<file path="src/rtl/mdu_iter.sv">
// Iterative multiply/divide unit with architectural HI/LO registers.
// One bit per cycle for MULT/MULTU/DIV/DIVU; MTHI/MTLO complete in a single cycle.
module mdu_iter #(
  parameter  int WIDTH = 32,
  localparam int CNT_W = $clog2(WIDTH)
) (
  input  logic             i_clk,
  input  logic             i_rst_n,
  input  logic             i_con_Start,
  input  logic [2:0]       i_con_MdCtrl,
  input  logic [WIDTH-1:0] i_data_A,
  input  logic [WIDTH-1:0] i_data_B,
  input  logic             i_con_Flush,
  output logic [WIDTH-1:0] o_data_Hi,
  output logic [WIDTH-1:0] o_data_Lo,
  output logic             o_con_Busy,
  output logic             o_con_Done,
  output logic             o_con_DivZero
);

  // state | meaning
  // IDLE  | waiting for a request; MTHI/MTLO complete here
  // RUN   | one multiply or divide iteration per edge, WIDTH edges
  // FIX   | sign correction and HI/LO write-back
  typedef enum logic [1:0] {S_IDLE, S_RUN, S_FIX} state_t;

  localparam logic [2:0] OP_MULT  = 3'd0;
  localparam logic [2:0] OP_DIV   = 3'd2;
  localparam logic [2:0] OP_DIVU  = 3'd3;
  localparam logic [2:0] OP_MTHI  = 3'd4;
  localparam logic [2:0] OP_MTLO  = 3'd5;

  state_t               state_q, state_d;
  logic [CNT_W-1:0]     cnt_q, cnt_d;
  logic [2*WIDTH-1:0]   acc_q, acc_d;
  logic [WIDTH-1:0]     opb_q, opb_d;
  logic [WIDTH-1:0]     araw_q, araw_d;
  logic                 is_div_q, is_div_d;
  logic                 neg_res_q, neg_res_d;
  logic                 neg_rem_q, neg_rem_d;
  logic [WIDTH-1:0]     hi_q, hi_d;
  logic [WIDTH-1:0]     lo_q, lo_d;
  logic                 done_q, done_d;
  logic                 divzero_q, divzero_d;

  logic                 signed_op;
  logic                 a_neg, b_neg;
  logic [WIDTH-1:0]     a_abs, b_abs;
  logic [WIDTH:0]       mul_sum;
  logic [2*WIDTH-1:0]   mul_next;
  logic [WIDTH:0]       div_up, div_diff;
  logic [2*WIDTH-1:0]   div_next;
  logic [2*WIDTH-1:0]   mul_res;
  logic [WIDTH-1:0]     quo_fix, rem_fix;

  always_comb begin
    signed_op = (i_con_MdCtrl == OP_MULT) || (i_con_MdCtrl == OP_DIV);
    a_neg     = signed_op & i_data_A[WIDTH-1];
    b_neg     = signed_op & i_data_B[WIDTH-1];
    a_abs     = a_neg ? -i_data_A : i_data_A;
    b_abs     = b_neg ? -i_data_B : i_data_B;

    mul_sum   = {1'b0, acc_q[2*WIDTH-1:WIDTH]} + (acc_q[0] ? {1'b0, opb_q} : '0);
    mul_next  = {mul_sum, acc_q[WIDTH-1:1]};

    // Restoring step: a borrow out of the top bit means the trial subtract failed.
    div_up    = {acc_q[2*WIDTH-1:WIDTH], acc_q[WIDTH-1]};
    div_diff  = div_up - {1'b0, opb_q};
    div_next  = div_diff[WIDTH] ? {div_up[WIDTH-1:0], acc_q[WIDTH-2:0], 1'b0}
                                : {div_diff[WIDTH-1:0], acc_q[WIDTH-2:0], 1'b1};

    mul_res   = neg_res_q ? -acc_q : acc_q;
    quo_fix   = neg_res_q ? -acc_q[WIDTH-1:0] : acc_q[WIDTH-1:0];
    rem_fix   = neg_rem_q ? -acc_q[2*WIDTH-1:WIDTH] : acc_q[2*WIDTH-1:WIDTH];
  end

  always_comb begin
    state_d   = state_q;
    cnt_d     = cnt_q;
    acc_d     = acc_q;
    opb_d     = opb_q;
    araw_d    = araw_q;
    is_div_d  = is_div_q;
    neg_res_d = neg_res_q;
    neg_rem_d = neg_rem_q;
    hi_d      = hi_q;
    lo_d      = lo_q;
    divzero_d = divzero_q;
    done_d    = 1'b0;

    case (state_q)
      S_IDLE: begin
        if (i_con_Start) begin
          if (i_con_MdCtrl <= OP_DIVU) begin
            state_d   = S_RUN;
            cnt_d     = CNT_W'(WIDTH - 1);
            is_div_d  = i_con_MdCtrl[1];
            acc_d     = {{WIDTH{1'b0}}, a_abs};
            opb_d     = b_abs;
            araw_d    = i_data_A;
            neg_res_d = a_neg ^ b_neg;
            neg_rem_d = a_neg;
            divzero_d = 1'b0;
          end else if (i_con_MdCtrl == OP_MTHI) begin
            hi_d      = i_data_A;
            divzero_d = 1'b0;
            done_d    = 1'b1;
          end else if (i_con_MdCtrl == OP_MTLO) begin
            lo_d      = i_data_A;
            divzero_d = 1'b0;
            done_d    = 1'b1;
          end
        end
      end
      S_RUN: begin
        if (i_con_Flush) begin
          state_d = S_IDLE;
        end else begin
          acc_d = is_div_q ? div_next : mul_next;
          if (cnt_q == '0) state_d = S_FIX;
          else             cnt_d   = cnt_q - CNT_W'(1);
        end
      end
      S_FIX: begin
        state_d = S_IDLE;
        if (!i_con_Flush) begin
          done_d = 1'b1;
          if (!is_div_q) begin
            hi_d = mul_res[2*WIDTH-1:WIDTH];
            lo_d = mul_res[WIDTH-1:0];
          end else if (opb_q == '0) begin
            // Divide by zero: raw dividend to HI, no sign fix-up.
            hi_d      = araw_q;
            lo_d      = '1;
            divzero_d = 1'b1;
          end else begin
            hi_d = rem_fix;
            lo_d = quo_fix;
          end
        end
      end
      default: state_d = S_IDLE;
    endcase
  end

  always_ff @(posedge i_clk or negedge i_rst_n) begin
    if (!i_rst_n) begin
      state_q   <= S_IDLE;
      cnt_q     <= '0;
      acc_q     <= '0;
      opb_q     <= '0;
      araw_q    <= '0;
      is_div_q  <= 1'b0;
      neg_res_q <= 1'b0;
      neg_rem_q <= 1'b0;
      hi_q      <= '0;
      lo_q      <= '0;
      done_q    <= 1'b0;
      divzero_q <= 1'b0;
    end else begin
      state_q   <= state_d;
      cnt_q     <= cnt_d;
      acc_q     <= acc_d;
      opb_q     <= opb_d;
      araw_q    <= araw_d;
      is_div_q  <= is_div_d;
      neg_res_q <= neg_res_d;
      neg_rem_q <= neg_rem_d;
      hi_q      <= hi_d;
      lo_q      <= lo_d;
      done_q    <= done_d;
      divzero_q <= divzero_d;
    end
  end

  assign o_data_Hi     = hi_q;
  assign o_data_Lo     = lo_q;
  assign o_con_Busy    = (state_q == S_RUN) || (state_q == S_FIX);
  assign o_con_Done    = done_q;
  assign o_con_DivZero = divzero_q;

endmodule

</file>
<file path="config.mk">
export PLATFORM = sky130hd
export DESIGN_NAME = mdu_iter
export DESIGN_NICKNAME = d
export VERILOG_FILES = /design/src/rtl/mdu_iter.sv
export SDC_FILE = /design/constraint.sdc
export NUM_CORES = 1
export LEC_CHECK = 0
export BUFFER_PORTS_ARGS = -buffer_cell sky130_fd_sc_hd__buf_2
export CAP_MARGIN = 20
export CORE_MARGIN = 1
export CORE_UTILIZATION = 50
export CTS_CLUSTER_SIZE = 8
export DETAILED_ROUTE_END_ITERATION = 8
export PLACE_DENSITY_LB_ADDON = 0.12
export REMOVE_ABC_BUFFERS = 1
export SETUP_SLACK_MARGIN = 0.02
export SKIP_LAST_GASP = 1
export SLEW_MARGIN = 20
export SYNTH_ARGS = -nofsm -noshare
export SYNTH_HDL_FRONTEND = slang
export SYNTH_SLANG_ARGS = --single-unit
export TNS_END_PERCENT = 1
</file>
<file path="constraint.sdc">
create_clock -name i_clk -period 11.25 [get_ports i_clk]
set_clock_uncertainty 0.15 [all_clocks]
set_input_delay 1.125 -clock i_clk [delete_from_list [all_inputs] [get_ports i_clk]]
set_output_delay 1.125 -clock i_clk [all_outputs]
set_load 0.005 [all_outputs]
</file>
[After elaboration in Yosys (flattened, before gate mapping)]
Index checks and enable logic that the tools add are counted.
Word-level totals
  register bits: 204
  output and inout port bits: 67
  logic and storage cells: 108
Cells by class
  add/subtract/negate cells: 8
  $lt $le $gt $ge: 1
  eq/ne operators: 18
  muxes and demuxes: 51
  bitwise gates (word level): 3
  reductions and logical operators: 15
Operator list (number)
  two-way mux 32 bit: 18
  two-way mux 64 bit: 6
  negator 32 bit: 4
  one-hot mux 32 bit (2 select lines): 2
  one-hot mux 64 bit (2 select lines): 1
  negator 64 bit: 1
  adder 32 x 32 -> 33 bit: 1
  subtractor 33 x 32 -> 33 bit: 1
  logical NOT 32 bit: 1
  inequality test 2 bit, second input constant: 11
  two-way mux 5 bit: 4
  two-way mux 1 bit: 12
  AND reduction 6 bit: 2
  one-hot mux 5 bit (2 select lines): 1
  AND reduction 5 bit: 2
  two-way mux 2 bit: 4
  equality test 3 bit, second input constant: 2
  AND reduction 3 bit: 2
  logical NOT 5 bit: 1
  subtractor 5 x 1 -> 5 bit, second input constant: 1
  inequality test 4 bit, second input constant: 1
  one-hot mux 1 bit (2 select lines): 2
  one-hot mux 2 bit (2 select lines): 1
  AND reduction 4 bit: 1
  other kinds (11): 14

[Logic depth before layout (Yosys ltp)]
  depth in word-level cells: 7
  mapped depth: 14
  mapped depth without buffers: 14

[Least setup slack after synthesis]
OpenSTA, ideal clock, no wires.
  path type: register to register
  from: register acc_q[0]
  to: register acc_q[57]
  setup time: 141 ps
  arrival time: 3263 ps
  data required time: 10959 ps
  path slack: 7695 ps
  cell stages (with the launch flop): 14
  path buffers: 1
  clock period less this slack: 3555 ps
  path through: dfrtp_1 > inv_1 > clkbuf_1 > nor2_1 > ha_1 > a2111oi_0 > nand2_1 > a221o_1 > a31oi_1 > o21ai_0 > a311o_1 > a21oi_1 > mux2i_1 > a31oi_1
On the way
  longest elaborated chain between the ends: 5
Ends and longest elaborated chain
  start: declaration: line 35  | logic [2*WIDTH-1:0] acc_q, acc_d;
  start signal: assignment: line 150  | acc_q <= '0;
  start signal: assignment: line 163  | acc_q <= acc_d;
  two-way mux 32 bit: line 63  | mul_sum = {1'b0, acc_q[2*WIDTH-1:WIDTH]} + (acc_q[0] ? {1'b0, opb_q} : '0);
  adder 32 x 32 -> 33 bit: line 63
  two-way mux 64 bit: line 119  | acc_d = is_div_q ? div_next : mul_next;
  two-way mux 64 bit: line 116  | if (i_con_Flush) begin
  one-hot mux 64 bit (2 select lines): line 91  | case (state_q)
Every way passes these cells. The select of a mux whose other input is x is not followed.
A chain may end at the register's enable or synchronous reset.

[Worst setup path in the final report]
Same ends and word-level chain as after synthesis.

==> results.md <==
- Status: finished, violations left
- Failing checks: design-rule violations
- Layout cells sized above 1: between 10% and 20%
- Final Slew Violations: 0
- Buffers added on ports: roughly 140
- Fin crit share: between 30 and 40%
- NumNets Final: roughly 2,300
- Most frequent cell after synthesis: o21ai_0
- DRC: 1
- Starting Density: just over 50%
- TritonCTS clock tree: built
- Synth async-reset ratio: 100%
- Total CTS buffers: 29
- Max VDD drop: between 0.0001 and 0.00015 V
- Clock power share: between 10% and 20%
- Slew @ Worst Pin: 1.07 ns
- Clk sinks: 204
- DR vias/cell: a little under 6
- CP Capture Type: flip-flop
- Max-Slew Margin vs Limit: between 20% and 30%
- Primary FF master, synth: dfrtp_1
- IO Pins: roughly 140
- WL/cell: approximately 19 um
- Pin count of the biggest net entering global routing: between 90 and 100
- CTS Hold Buffers Added: 0
- Max cap viols: 0
- Final hold viol count: 0
- Clock Latency Late Sink: ~0.55 ns
- Yosys top cell area share: around 31%
- Via count: about 16,000
- Gate power share: 58.0%
- GR Overflow Total: 0
- Yosys cell types: 75
- Syn-to-layout area delta: 9.85%
- Clock root buffer master: clkbuf_16
- FP Rows: 66
- Crit-path max FO: 33
- Unrepaired setup endpoints after global routing: false
- Period minus WS final: around 4.5 ns
- Number of global-route vias before repair: around 15,000
- Reg clk slew, reported paths: roughly 0.050 ns
- DP HPWL: between 30,000 and 40,000 um
- Max Freq: approximately 0.22 GHz
- DRT Wirelength: roughly 50,000 um
- Synthesis-stage register bit count: 204
- Core ar.: 32,500 um2
- Die area: 33,700 um2
- Die height: about 180 um
- Postcts setup bufs: 0
- Most frequent cells after synthesis: o21ai_0 (290), nand2_1 (283), dfrtp_1 (204)
- Global-route wire length before repair: 79,700 um
- P per Cell Area: between 200 and 300 nW/um2
- Overall Power: between 5 and 6 mW
- Reg power frac: between 20% and 30%
- Die Wd: approximately 180 um
- RePlAce Congestion: just over 0.9
- Setup CP Type: reg2reg
- Int Power: around 2.8 mW
- Hold WC Path Type: reg2reg
- Post-Syn Area: between 15,000 and 20,000 um2
- Final ANT Viol Nets: 0
- Largest area contributor in the netlist: dfrtp_1
- Register area share after synthesis: 30.9%
- Maximum clock path buffer count: 3
- Fin area: between 15,000 and 20,000 um2
- Leak: slightly above 8 nW
- Setup crit start kind: flip-flop
- Pre-CTS setup slack: just under 7 ns
- Synth warn: 0
- Tot GR Track Use: 29.3%
- Final setup violation count: 0
- DP Area: between 15,000 and 20,000 um2
- Initial antenna violation count: 0
- Sw Pwr: between 2 and 3 mW
- WP data arrival: 4.75 ns
- Post-Syn Area per Cell: approximately 8 um2
- Ant diodes: 0
- Fin util: between 50% and 60%
- Setup_tns: 0 ns
- Worst setup margin: just under 7 ns
- Number of detailed-route iterations in the first pass: 8
- Post-Syn Instances: 2,115
- Iter 0 DRT Violations: about 1,000
- Post-synth EDFFs: 0
- Switching part of the total: 48.3%
- Post-cts sizing count: 0
- Htree depth: 1
- Worst EP required: about 12 ns
- Synth top area cells: dfrtp_1 (31%), o21ai_0 (8.8%), nand2_1 (6.4%)
per-stage QoR:
stage	instances	hold WS, ns
floorplan	1973	0.295
global placement	2571	0.305
detailed placement	2571	0.315
CTS	2604	0.326
global route	2604	0.339
finish	2604	0.318
placed cells by master, fill, tap and decap left out, types with 18 or more instances in the layout:
cell type  count
o21ai_0      290
nand2_1      283
dfrtp_1      203
a21oi_1      185
nor2_1       142
buf_2        136
xnor2_1      110
xor2_1        79
inv_1         74
ha_1          72
mux2i_1       45
nor3_1        40
clkbuf_16     29
nand3_1       27
mux2_2        27
a21o_1        26
and3_1        25
o31ai_1       23
or3_1         21
o22ai_1       21
a22oi_1       20
nor4_1        19
buf_4         19
a31oi_1       18
final cells by class:
| class | instances | area, um2 |
|---|---|---|
| Fill cell | 3204 | 14400 |
| Inverter | 75 | 282 |
| Multi-Input combinational cell | 1694 | 10600 |
| Clock buffer | 33 | 751 |
| Tap cell | 442 | 553 |
| Timing Repair Buffer | 156 | 837 |
| Sequential cell | 204 | 5110 |
worst max-delay path, stage by stage (launching register included):
cell and delay [ns]:
dfrtp_1 0.42, inv_1 0.77, nor2_1 0.13, ha_1 0.40, a2111oi_0 0.59, nand2_1 0.11, a221o_1 0.36, a31oi_1 0.29
o21ai_0 0.21, a311o_1 0.39, a21oi_1 0.21, mux2i_1 0.21, a31oi_1 0.09
logic make-up (layout without fill, tap and decap cells):
kind of cell / count (synthesis) / count (layout) / synth area share [%]
flip-flops: 204 / 204 / 30.9
buffers and inverters: 217 / 264 / 5.05
AO/OA/AOI/OAI: 700 / 700 / 24.8
multiplexers: 72 / 72 / 4.57
adder cells (fa/ha/maj): 75 / 75 / 5.77
AND/OR/NAND/NOR: 658 / 658 / 18.9
XOR/XNOR: 189 / 189 / 10.0
power by group through the flow:
stage	Combinational, mW	Clock, mW	Sequential (mW)
6_report	3.15	0.778	1.50
5_1_grt	3.54	0.818	1.55
3_5_place_dp	3.11	0	1.51
3_3_place_gp	3.05	0	1.49
2_1_floorplan	2.30	0	1.40
4_1_cts	3.12	0.789	1.50
metal layers:
layer	track usage, %	share of wire (%)	vias up	routed length (um)
met4	7.63	2.2	0	1100
met1	39.6	45	7301	22000
met2	49.8	47	548	23300
li1	-	-	7606	-
met5	0	0	-	0
met3	2.97	6.1	74	3020
flip-flops by register name, indices dropped and copies added, names as in the netlist, 2 cells and up:
signal / cells
araw_q: 32
state_q: 2
o_data_Lo: 32
opb_q: 32
cnt_q: 5
acc_q: 64
o_data_Hi: 32
worst paths after layout:
check	start	endpoint	slack, ns	depth (start not counted)
setup reg to reg	acc_q[0]$_DFFE_PN0P_	acc_q[57]$_DFFE_PN0P_	6.76	12
hold reg to reg	o_data_Lo[30]$_DFFE_PN0P_	o_data_Lo[30]$_DFFE_PN0P_	0.32	2
hold / removal	o_data_Lo[30]$_DFFE_PN0P_	o_data_Lo[30]$_DFFE_PN0P_	0.32	2
max in group asynchronous	i_rst_n	is_div_q$_DFFE_PN0P_	9.08	2
min in group asynchronous	i_rst_n	cnt_q[3]$_DFFE_PN0P_	0.47	1
setup / recovery	acc_q[0]$_DFFE_PN0P_	acc_q[57]$_DFFE_PN0P_	6.76	12
(Power assumes the default switching activity.)
